--- src/rtl/ar_pkg.sv ---
// Shared AXI read-address constants and the request-entry layout held in the issue FIFO.
package ar_pkg;

    localparam int          AXI_ADDR_W     = 32;
    localparam int          AXI_ID_W       = 4;
    localparam logic [1:0]  AXI_BURST_INCR = 2'b01;

    // One buffered request; the source index is stored already widened to the AXI ID width.
    typedef struct packed {
        logic [AXI_ID_W-1:0]   src;
        logic [AXI_ADDR_W-1:0] addr;
        logic [1:0]            size;
        logic [7:0]            len;
    } req_entry_t;

endpackage

--- src/rtl/ar_issue_queue_if.sv ---
// Request side, AR channel and R-channel observation bundled for the issue queue.
interface ar_issue_queue_if #(
    parameter int NUM_SRC = 2
);
    logic [NUM_SRC-1:0]    req_valid;
    logic [NUM_SRC*32-1:0] req_addr;
    logic [NUM_SRC*2-1:0]  req_size;
    logic [NUM_SRC*8-1:0]  req_len;
    logic [NUM_SRC-1:0]    addr_ok;
    logic                  writing;

    logic [3:0]            arid;
    logic [31:0]           araddr;
    logic [7:0]            arlen;
    logic [2:0]            arsize;
    logic [1:0]            arburst;
    logic [1:0]            arlock;
    logic [3:0]            arcache;
    logic [2:0]            arprot;
    logic                  arvalid;
    logic                  arready;

    logic                  rvalid;
    logic                  rready;
    logic                  rlast;
    logic [3:0]            outst_cnt;

    // The issue queue itself: accepts requests and masters the AR channel.
    modport master (
        input  req_valid, req_addr, req_size, req_len, writing,
        input  arready, rvalid, rready, rlast,
        output addr_ok,
        output arid, araddr, arlen, arsize, arburst, arlock, arcache, arprot, arvalid,
        output outst_cnt
    );

    // The environment: request sources plus the AXI slave.
    modport slave (
        output req_valid, req_addr, req_size, req_len, writing,
        output arready, rvalid, rready, rlast,
        input  addr_ok,
        input  arid, araddr, arlen, arsize, arburst, arlock, arcache, arprot, arvalid,
        input  outst_cnt
    );
endinterface

--- src/rtl/ar_fifo.sv ---
// Synchronous FIFO with power-of-two depth; head entry is visible on dout while not empty.
module ar_fifo #(
    parameter int WIDTH = 46,
    parameter int DEPTH = 4
) (
    input  logic                       clk,
    input  logic                       reset,
    input  logic                       push,
    input  logic [WIDTH-1:0]           din,
    input  logic                       pop,
    output logic [WIDTH-1:0]           dout,
    output logic                       full,
    output logic                       empty,
    output logic [$clog2(DEPTH):0]     count
);
    localparam int AW = $clog2(DEPTH);
    localparam int CW = AW + 1;

    logic [WIDTH-1:0] mem_r [DEPTH];
    logic [AW-1:0]    wr_ptr_r;
    logic [AW-1:0]    rd_ptr_r;
    logic [CW-1:0]    count_r;
    logic             do_push_s;
    logic             do_pop_s;

    assign do_push_s = push & ~full;
    assign do_pop_s  = pop & ~empty;
    assign full      = (count_r == CW'(DEPTH));
    assign empty     = (count_r == {CW{1'b0}});
    assign count     = count_r;
    assign dout      = mem_r[rd_ptr_r];

    // Storage array write; contents need no reset because count gates visibility.
    always_ff @(posedge clk) begin
        if (do_push_s) begin
            mem_r[wr_ptr_r] <= din;
        end
    end

    // Pointers wrap naturally at DEPTH; count tracks occupancy.
    always_ff @(posedge clk or posedge reset) begin
        if (reset) begin
            wr_ptr_r <= {AW{1'b0}};
            rd_ptr_r <= {AW{1'b0}};
            count_r  <= {CW{1'b0}};
        end else begin
            if (do_push_s) begin
                wr_ptr_r <= wr_ptr_r + AW'(1);
            end
            if (do_pop_s) begin
                rd_ptr_r <= rd_ptr_r + AW'(1);
            end
            case ({do_push_s, do_pop_s})
                2'b10:   count_r <= count_r + CW'(1);
                2'b01:   count_r <= count_r - CW'(1);
                default: count_r <= count_r;
            endcase
        end
    end
endmodule

--- src/rtl/ar_issue_queue.sv ---
// Fixed-priority request arbiter feeding an in-order AXI AR issue FIFO with an outstanding-burst limit.
module ar_issue_queue
    import ar_pkg::*;
#(
    parameter int               NUM_SRC     = 2,
    parameter int               FIFO_DEPTH  = 4,
    parameter int               MAX_OUTST   = 4,
    parameter logic [NUM_SRC-1:0] HAZARD_MASK = NUM_SRC'(2'b10)
) (
    input  logic             clk,
    input  logic             reset,
    ar_issue_queue_if.master bus
);
    localparam int CW = $clog2(FIFO_DEPTH) + 1;
    localparam int EW = $bits(req_entry_t);

    logic [NUM_SRC-1:0] grant_s;
    logic               found_s;
    req_entry_t         entry_in_s;
    req_entry_t         entry_out_s;
    logic               fifo_full_s;
    logic               fifo_empty_s;
    logic [CW-1:0]      fifo_count_s;
    logic               room_s;
    logic               push_s;
    logic               ar_valid_s;
    logic               ar_hs_s;
    logic               r_done_s;
    logic [3:0]         outst_cnt_r;

    // Lowest-index eligible source wins; sources in the hazard mask sit out while a write is in flight.
    always_comb begin
        grant_s    = {NUM_SRC{1'b0}};
        found_s    = 1'b0;
        entry_in_s = {EW{1'b0}};
        for (int i = 0; i < NUM_SRC; i++) begin
            if (bus.req_valid[i] && !(bus.writing && HAZARD_MASK[i]) && !found_s) begin
                grant_s[i]      = 1'b1;
                found_s         = 1'b1;
                entry_in_s.src  = AXI_ID_W'(i);
                entry_in_s.addr = bus.req_addr[i*AXI_ADDR_W +: AXI_ADDR_W];
                entry_in_s.size = bus.req_size[i*2 +: 2];
                entry_in_s.len  = bus.req_len[i*8 +: 8];
            end else begin
                grant_s[i] = 1'b0;
            end
        end
    end

    // Acceptance depends only on buffer occupancy, never on arready, so a same-cycle pop does not free a slot.
    assign room_s      = !fifo_full_s && (fifo_count_s < CW'(FIFO_DEPTH));
    assign bus.addr_ok = (room_s && !reset) ? grant_s : {NUM_SRC{1'b0}};
    assign push_s      = |(bus.req_valid & bus.addr_ok);

    ar_fifo #(
        .WIDTH (EW),
        .DEPTH (FIFO_DEPTH)
    ) u_fifo (
        .clk   (clk),
        .reset (reset),
        .push  (push_s),
        .din   (entry_in_s),
        .pop   (ar_hs_s),
        .dout  (entry_out_s),
        .full  (fifo_full_s),
        .empty (fifo_empty_s),
        .count (fifo_count_s)
    );

    // arvalid cannot drop before its handshake because the outstanding count only rises on a handshake.
    assign ar_valid_s = !fifo_empty_s && (outst_cnt_r < 4'(MAX_OUTST));
    assign ar_hs_s    = ar_valid_s && bus.arready;
    assign r_done_s   = bus.rvalid && bus.rready && bus.rlast && (outst_cnt_r != 4'd0);

    // Outstanding bursts: +1 on AR handshake, -1 on a completed last beat, unchanged when both coincide.
    always_ff @(posedge clk or posedge reset) begin
        if (reset) begin
            outst_cnt_r <= 4'd0;
        end else begin
            case ({ar_hs_s, r_done_s})
                2'b10:   outst_cnt_r <= outst_cnt_r + 4'd1;
                2'b01:   outst_cnt_r <= outst_cnt_r - 4'd1;
                default: outst_cnt_r <= outst_cnt_r;
            endcase
        end
    end

    assign bus.arvalid   = ar_valid_s;
    assign bus.arid      = entry_out_s.src;
    assign bus.araddr    = entry_out_s.addr;
    assign bus.arlen     = entry_out_s.len;
    assign bus.arsize    = {1'b0, entry_out_s.size};
    assign bus.arburst   = AXI_BURST_INCR;
    assign bus.arlock    = 2'b00;
    assign bus.arcache   = 4'b0000;
    assign bus.arprot    = 3'b000;
    assign bus.outst_cnt = outst_cnt_r;
endmodule

--- src/flat_wrapper.sv ---
// flat-port wrapper written by rule: the top's interface ports become plain ports
module ar_issue_queue_flat import ar_pkg::*;
#(
    parameter int               NUM_SRC     = 2,
    parameter int               FIFO_DEPTH  = 4,
    parameter int               MAX_OUTST   = 4,
    parameter logic [NUM_SRC-1:0] HAZARD_MASK = NUM_SRC'(2'b10)
)
  (clk, reset, bus_req_valid, bus_req_addr, bus_req_size, bus_req_len, bus_writing, bus_arready, bus_rvalid, bus_rready, bus_rlast, bus_addr_ok, bus_arid, bus_araddr, bus_arlen, bus_arsize, bus_arburst, bus_arlock, bus_arcache, bus_arprot, bus_arvalid, bus_outst_cnt);
  ar_issue_queue_if #(.NUM_SRC(NUM_SRC)) bus_i ();
  input  logic clk;
  input  logic reset;
  input wire logic [$bits(bus_i.req_valid)-1:0] bus_req_valid;
  input wire logic [$bits(bus_i.req_addr)-1:0] bus_req_addr;
  input wire logic [$bits(bus_i.req_size)-1:0] bus_req_size;
  input wire logic [$bits(bus_i.req_len)-1:0] bus_req_len;
  input wire logic [$bits(bus_i.writing)-1:0] bus_writing;
  input wire logic [$bits(bus_i.arready)-1:0] bus_arready;
  input wire logic [$bits(bus_i.rvalid)-1:0] bus_rvalid;
  input wire logic [$bits(bus_i.rready)-1:0] bus_rready;
  input wire logic [$bits(bus_i.rlast)-1:0] bus_rlast;
  output wire logic [$bits(bus_i.addr_ok)-1:0] bus_addr_ok;
  output wire logic [$bits(bus_i.arid)-1:0] bus_arid;
  output wire logic [$bits(bus_i.araddr)-1:0] bus_araddr;
  output wire logic [$bits(bus_i.arlen)-1:0] bus_arlen;
  output wire logic [$bits(bus_i.arsize)-1:0] bus_arsize;
  output wire logic [$bits(bus_i.arburst)-1:0] bus_arburst;
  output wire logic [$bits(bus_i.arlock)-1:0] bus_arlock;
  output wire logic [$bits(bus_i.arcache)-1:0] bus_arcache;
  output wire logic [$bits(bus_i.arprot)-1:0] bus_arprot;
  output wire logic [$bits(bus_i.arvalid)-1:0] bus_arvalid;
  output wire logic [$bits(bus_i.outst_cnt)-1:0] bus_outst_cnt;
  assign bus_i.req_valid = bus_req_valid;
  assign bus_i.req_addr = bus_req_addr;
  assign bus_i.req_size = bus_req_size;
  assign bus_i.req_len = bus_req_len;
  assign bus_i.writing = bus_writing;
  assign bus_i.arready = bus_arready;
  assign bus_i.rvalid = bus_rvalid;
  assign bus_i.rready = bus_rready;
  assign bus_i.rlast = bus_rlast;
  assign bus_addr_ok = bus_i.addr_ok;
  assign bus_arid = bus_i.arid;
  assign bus_araddr = bus_i.araddr;
  assign bus_arlen = bus_i.arlen;
  assign bus_arsize = bus_i.arsize;
  assign bus_arburst = bus_i.arburst;
  assign bus_arlock = bus_i.arlock;
  assign bus_arcache = bus_i.arcache;
  assign bus_arprot = bus_i.arprot;
  assign bus_arvalid = bus_i.arvalid;
  assign bus_outst_cnt = bus_i.outst_cnt;
  ar_issue_queue #(.NUM_SRC(NUM_SRC), .FIFO_DEPTH(FIFO_DEPTH), .MAX_OUTST(MAX_OUTST), .HAZARD_MASK(HAZARD_MASK)) u_core (.clk(clk), .reset(reset), .bus(bus_i));
endmodule
--- config.mk ---
export PLATFORM = sky130hd
export DESIGN_NAME = ar_issue_queue_flat
export DESIGN_NICKNAME = d
export VERILOG_FILES = /design/src/rtl/ar_pkg.sv /design/src/rtl/ar_issue_queue_if.sv /design/src/rtl/ar_fifo.sv /design/src/rtl/ar_issue_queue.sv /design/src/flat_wrapper.sv
export SDC_FILE = /design/constraint.sdc
export NUM_CORES = 1
export LEC_CHECK = 0
export CAP_MARGIN = 10
export CORE_MARGIN = 10
export CORE_UTILIZATION = 50
export CTS_BUF_LIST = sky130_fd_sc_hd__clkbuf_16
export CTS_CLUSTER_DIAMETER = 60
export DETAILED_ROUTE_END_ITERATION = 7
export GPL_ROUTABILITY_DRIVEN = 1
export GPL_TIMING_DRIVEN = 1
export PLACE_DENSITY = 0.76
export SYNTH_ARGS = -nofsm -noshare
export SYNTH_HDL_FRONTEND = slang
export SYNTH_HIERARCHICAL = 1
export SYNTH_SLANG_ARGS = --single-unit
--- constraint.sdc ---
create_clock -name clk -period 5.7 [get_ports clk]
set_input_delay 1.14 -clock clk [delete_from_list [all_inputs] [get_ports clk]]
set_output_delay 1.14 -clock clk [all_outputs]
set_load 0.005 [all_outputs]
==> flow_metrics.env, run 1 <==
export IMPL_hpwl_um=11100
export IMPL_cts_made_buffers=17
export IMPL_crit_slowest_cell="nor3b_4"
export IMPL_num_antenna_cells=0
export IMPL_finalCriticalPeriod_ns=4.05
export IMPL_synth_area_leaders="edfxtp_1 (69%), mux4_2 (13%), a22o_1 (4.6%), dfrtp_1 (3.4%), buf_4 (1.3%)"
export IMPL_mostFrequentLayoutCells="edfxtp_1 (184), clkdlybuf4s50_1 (144), mux4_2 (46), a22o_1 (42), conb_1 (24)"
export IMPL_max_cap_violations=0
export IMPL_synthCells=385
export IMPL_cts_setup_buffers=0
export IMPL_crit_path_start_kind="primary input"
export IMPL_setup_viol=0
export IMPL_crit_type="primary input to output port"
export IMPL_syn_cell_area_um2=7980
export IMPL_start_util_pct=50.6
export IMPL_clkSlewWorstSetupHoldPaths_ns=0.06
export IMPL_total_power_mw=4.39
export IMPL_final_common_cell="edfxtp_1"
export IMPL_cp_required_ns=4.56
export IMPL_die_h_um=146
export IMPL_crit_family="buffers and inverters"
export IMPL_fmax_mhz=247
export IMPL_fin_setup_tns_ns=0
export IMPL_fin_hold_ws_ns=0.589
export IMPL_ctsHoldBuffers=0
export IMPL_final_cells=773
export IMPL_yosys_warnings=6
export IMPL_cp_num_buf_inv=2
export IMPL_hold_viol=0
export IMPL_cts_buffer_depth=2
export IMPL_wirelength_um=17200
export IMPL_clock_latency_ns=0.42
export IMPL_synth_cell_types=34
export IMPL_htreeDepth=4
export IMPL_multi_input_area_um2=1980
export IMPL_firstDrtPassIters=4
export IMPL_area_growth_pct=27.7
export IMPL_stdcell_area_um2=10200
export IMPL_slew_limit_headroom_pct=20.0
export IMPL_antenna_found_initial=0
export IMPL_yosysSeqAreaShare_pct=72.7
export IMPL_wl_per_cell_um=22.3
export IMPL_cp_arrival_ns=2.91
export IMPL_vias=4206
export IMPL_synth_flop_cell="edfxtp_1"
export IMPL_grt_pass1_vias=4648
export IMPL_gp_congestion=0.744
export IMPL_max_stage_delay_ns=0.64
export IMPL_grt_first_pass_wirelength_um=27000
export IMPL_syn_area_per_cell_um2=20.7
export IMPL_synth_edf_count=184
export IMPL_fillers=1100
export IMPL_fp_coreArea_um2=15800
export IMPL_crit_path_cell_trace="buf_2, nor3b_4, and2_1, clkdlybuf4s50_1"
export IMPL_endpoint_kind="output port"
export IMPL_clock_sinks=195
export IMPL_drive_above_1_share_pct=15.8
export IMPL_num_io_pins=158
export IMPL_synth_top_cell_area_share_pct=69.2
export IMPL_die_area_um2=21400
export IMPL_status="completed"
export IMPL_cts_root_buf="clkbuf_16"
export IMPL_synth_seq_cells=195
export IMPL_viasPerCell=5.44
export IMPL_rsz0062_at_grt="false"
export IMPL_synth_top_area_cell="edfxtp_1"
export IMPL_core_rowCount=46
export IMPL_synth_async_reset_ratio_pct=5.64
export IMPL_die_x_um=146
export IMPL_fin_crit_sh_pct=71.1
export IMPL_hp_class="register to register"
export IMPL_cts_tree="built"
export IMPL_io_buffer_count=145
export IMPL_dpl_cell_area_um2=9560
export IMPL_p_per_area_nw_per_um2=430
export IMPL_p_leak_nw=3.47
export IMPL_path_max_fanout=45
export IMPL_finalNetCount=647
export IMPL_vdd_drop_max_mv=0.259
export IMPL_worst_slew_pin_transition_ns=1.20
export IMPL_report_final_slew_viol_count=0
export IMPL_cts_resized=0
export IMPL_globalRouteTotalUtil_pct=16.4
export IMPL_overflow=0
export IMPL_drt_antenna_violating_nets=0
export IMPL_drc=0
export IMPL_clock_skew_ns=0.00593
export IMPL_grt_max_degree=49
export IMPL_dp_cells=738
export IMPL_seqCellArea_um2=5810
export IMPL_drt_iter0_drc=265
==> flip-flops by register name, summed over array words and instances (netlist names) <==
signal,cells
u_core/u_fifo/rd_ptr_r,2
u_core/u_fifo/count,3
u_core/u_fifo/mem_r,184
u_core/bus.outst_cnt,4
u_core/u_fifo/wr_ptr_r,2
==> report_power, final <==
group	total [mW]	internal, mW	switching [mW]
sequential	1.98	1.74	0.246
clock	1.15	0.678	0.472
combinational	1.26	0.822	0.435
total	4.39	3.23	1.15
==> path summary, 6_finish.rpt <==
kind	start	endpoint	slack, ns	depth (start not counted)
hold / removal	u_core/u_fifo/count[0]$_DFFE_PP0P_	u_core/u_fifo/count[0]$_DFFE_PP0P_	0.59	1
max in group asynchronous	reset	u_core/u_fifo/rd_ptr_r[0]$_DFFE_PP0P_	4.44	2
min in group asynchronous	reset	u_core/bus.outst_cnt[3]$_DFFE_PP0P_	0.98	2
setup reg to reg	u_core/u_fifo/count[2]$_DFFE_PP0P_	u_core/u_fifo/mem_r[0][29]$_DFFE_PP_	2.91	6
setup / recovery	bus_req_valid[0]	bus_addr_ok[1]	1.65	4
hold reg to reg	u_core/u_fifo/count[0]$_DFFE_PP0P_	u_core/u_fifo/count[0]$_DFFE_PP0P_	0.59	1
==> cell families after synthesis <==
group                    share of synthesized area [%]
AO/OA/AOI/OAI                                     5.34
XOR/XNOR                                         0.878
adder cells (fa/ha/maj)                           1.76
buffers and inverters                             3.68
flip-flops                                        72.7
multiplexers                                      13.5
other                                           0.0941
AND/OR/NAND/NOR                                   2.07
==> layer usage <==
layer	GRT usage [%]	wire length, µm	part of all wire (%)
met5	0	0	0
met4	5.26	233	1.4
met3	4.54	983	5.7
met2	27.5	8940	52
met1	20.1	7080	41
==> layout make-up <==
cell class,count,share of cell area (%)
Timing Repair Buffer,150,14.9
Sequential cell,195,56.9
Inverter,13,0.479
Tap cell,216,2.65
Clock buffer,17,4.17
Clock inverter,15,1.46
Multi-Input combinational cell,167,19.4
==> stage by stage <==
step | worst slack (ns) | util, %
5_1_grt | 1.53 | 64.7
2_1_floorplan | 1.99 | -
6_report | 1.65 | 64.7
3_3_place_gp | 1.67 | 60.6
3_5_place_dp | 1.55 | 60.6
4_1_cts | 1.62 | 64.3
==> synthesized netlist by cell type (all sizes together) (2+ instances only) <==
master / count
a21oi: 2
a22o: 42
and2: 6
buf: 27
clkbuf: 5
conb: 2
dfrtp: 11
edfxtp: 184
fa: 2
ha: 8
inv: 13
mux2: 2
mux2i: 2
mux4: 46
nand2: 3
nand3: 3
nor2: 2
nor3: 3
nor3b: 5
xnor2: 4
xor2: 4
Note: power is estimated with default switching activity, not from simulation.
==> run 2: changes to the inputs <==
- clock period: 5.7 -> 3.88 ns (I/O delays scaled with it)
==> run 2 against run 1 <==
  * Global-route usage fell by 0.39 points
  * Worst setup slack lost 1.1 ns
  * Clock power up 39%
  * Final cell count is 1.4% higher
  * Highest routed layer unchanged
==> flow_metrics.env, run 2 (synthesis gave the netlist of run 1 again) <==
export IMPL_fin_hold_ws_ns=0.568
export IMPL_report_final_slew_viol_count=0
export IMPL_hpwl_um=11700
export IMPL_firstDrtPassIters=4
export IMPL_vdd_drop_max_mv=0.370
export IMPL_stdcell_area_um2=10200
export IMPL_finalCriticalPeriod_ns=3.35
export IMPL_clock_skew_ns=0.0115
export IMPL_cts_buffer_depth=2
export IMPL_final_cells=784
export IMPL_crit_path_start_kind="register"
export IMPL_crit_type="register to output port"
export IMPL_grt_first_pass_wirelength_um=26400
export IMPL_globalRouteTotalUtil_pct=16.0
export IMPL_cp_required_ns=3.10
export IMPL_top_register="u_core/u_fifo/mem_r"
export IMPL_area_growth_pct=28.1
export IMPL_reg2reg_slack_ns=1.40
export IMPL_gp_congestion=0.694
export IMPL_wirelength_um=16800
export IMPL_drive_above_1_share_pct=18.5
export IMPL_dp_cells=752
export IMPL_mostFrequentLayoutCells="edfxtp_1 (184), clkdlybuf4s50_1 (144), mux4_2 (46), a22o_1 (42), conb_1 (24)"
export IMPL_htreeDepth=4
export IMPL_ctsHoldBuffers=0
export IMPL_rsz0062_at_grt="false"
export IMPL_min_from="u_core/u_fifo/count[2]$_DFFE_PP0P_"
export IMPL_fp_coreArea_um2=15800
export IMPL_die_area_um2=21400
export IMPL_final_common_cell="edfxtp_1"
export IMPL_cts_root_buf="clkbuf_16"
export IMPL_wl_per_cell_um=21.5
export IMPL_clkSlewWorstSetupHoldPaths_ns=0.07
export IMPL_fmax_mhz=298
export IMPL_cts_resized=0
export IMPL_cts_setup_buffers=0
export IMPL_cp_arrival_ns=2.58
export IMPL_grt_pass1_vias=4736
export IMPL_finalCoreUtilization_pct=64.8
export IMPL_cts_made_buffers=17
export IMPL_drt_antenna_violating_nets=0
export IMPL_hp_class="register to register"
export IMPL_path_max_fanout=21
export IMPL_fin_setup_tns_ns=0
export IMPL_drt_iter0_drc=246
export IMPL_num_io_pins=158
export IMPL_vias=4208
export IMPL_num_antenna_cells=0
export IMPL_crit_start="u_core/u_fifo/rd_ptr_r[0]$_DFFE_PP0P_"
export IMPL_setup_viol=0
export IMPL_max_cap_violations=0
export IMPL_clock_sinks=195
export IMPL_io_buffer_count=145
export IMPL_start_util_pct=50.6
export IMPL_finalNetCount=658
export IMPL_die_x_um=146
export IMPL_overflow=0
export IMPL_r2r_start="u_core/u_fifo/count[0]$_DFFE_PP0P_"
export IMPL_antenna_found_initial=0
export IMPL_hold_viol=0
export IMPL_drc=0
export IMPL_largest_reg_flops=184
export IMPL_clock_latency_ns=0.43
export IMPL_p_leak_nw=3.50
export IMPL_fin_crit_sh_pct=86.4
export IMPL_endpoint_kind="output port"
export IMPL_cts_tree="built"
export IMPL_viasPerCell=5.37
export IMPL_p_per_area_nw_per_um2=624
export IMPL_core_rowCount=46
export IMPL_status="completed"
export IMPL_die_h_um=146
export IMPL_grt_max_degree=39
export IMPL_dpl_cell_area_um2=9680
run 2: critical path, cell delays in order (launching register included):
cell             delay [ns]
dfrtp_4                0.68
buf_4                  0.40
mux4_2                 0.54
clkdlybuf4s50_1        0.52
run 2: layout make-up:
type | instances | area, µm²
clock buffer | 17 | 425
clock inverter | 15 | 121
fill | 1091 | 5540
inverter | 13 | 48.8
multi-input combinational | 167 | 1980
sequential | 195 | 5810
tap | 216 | 270
timing repair buffer | 161 | 1580
run 2: report_power, final:
group	internal, mW	leakage (nW)	total, mW	switching [mW]
Clock	0.838	0.272	1.60	0.764
Combinational	1.23	1.42	2.03	0.793
Sequential	2.55	1.81	2.76	0.205
run 2: through the flow:
step / setup WS [ns] / total power, mW
5_1_grt: 0.340 / 6.72
3_5_place_dp: 0.784 / 4.88
4_1_cts: 0.424 / 6.49
6_report: 0.528 / 6.38
3_3_place_gp: 0.795 / 4.81
2_1_floorplan: 0.534 / 3.86
run 2: final timing paths:
path                                                    endpoint  depth (start not counted)
max                                               bus_araddr[14]                          3
min                           u_core/u_fifo/count[2]$_DFFE_PP0P_                          1
max reg2reg                  u_core/bus.outst_cnt[3]$_DFFE_PP0P_                          8
min reg2reg                   u_core/u_fifo/count[2]$_DFFE_PP0P_                          1
max in group asynchronous  u_core/u_fifo/rd_ptr_r[0]$_DFFE_PP0P_                          2
min in group asynchronous    u_core/bus.outst_cnt[3]$_DFFE_PP0P_                          2
run 2: metal layers:
| metal | vias to the layer above | part of all wire, % | GRT usage [%] |
|---|---|---|---|
| met5 | - | 0 | 0 |
| met4 | 0 | 0.92 | 4.80 |
| met3 | 13 | 7.0 | 5.62 |
| met2 | 158 | 51 | 26.7 |
| met1 | 2140 | 41 | 19.1 |
| li1 | 1897 | - | - |
==> run 3: changes to the inputs <==
- SKIP_LAST_GASP: default -> 1
==> results of run 3 <==
Final layout, timing and power as in run 2 (identical DEF).
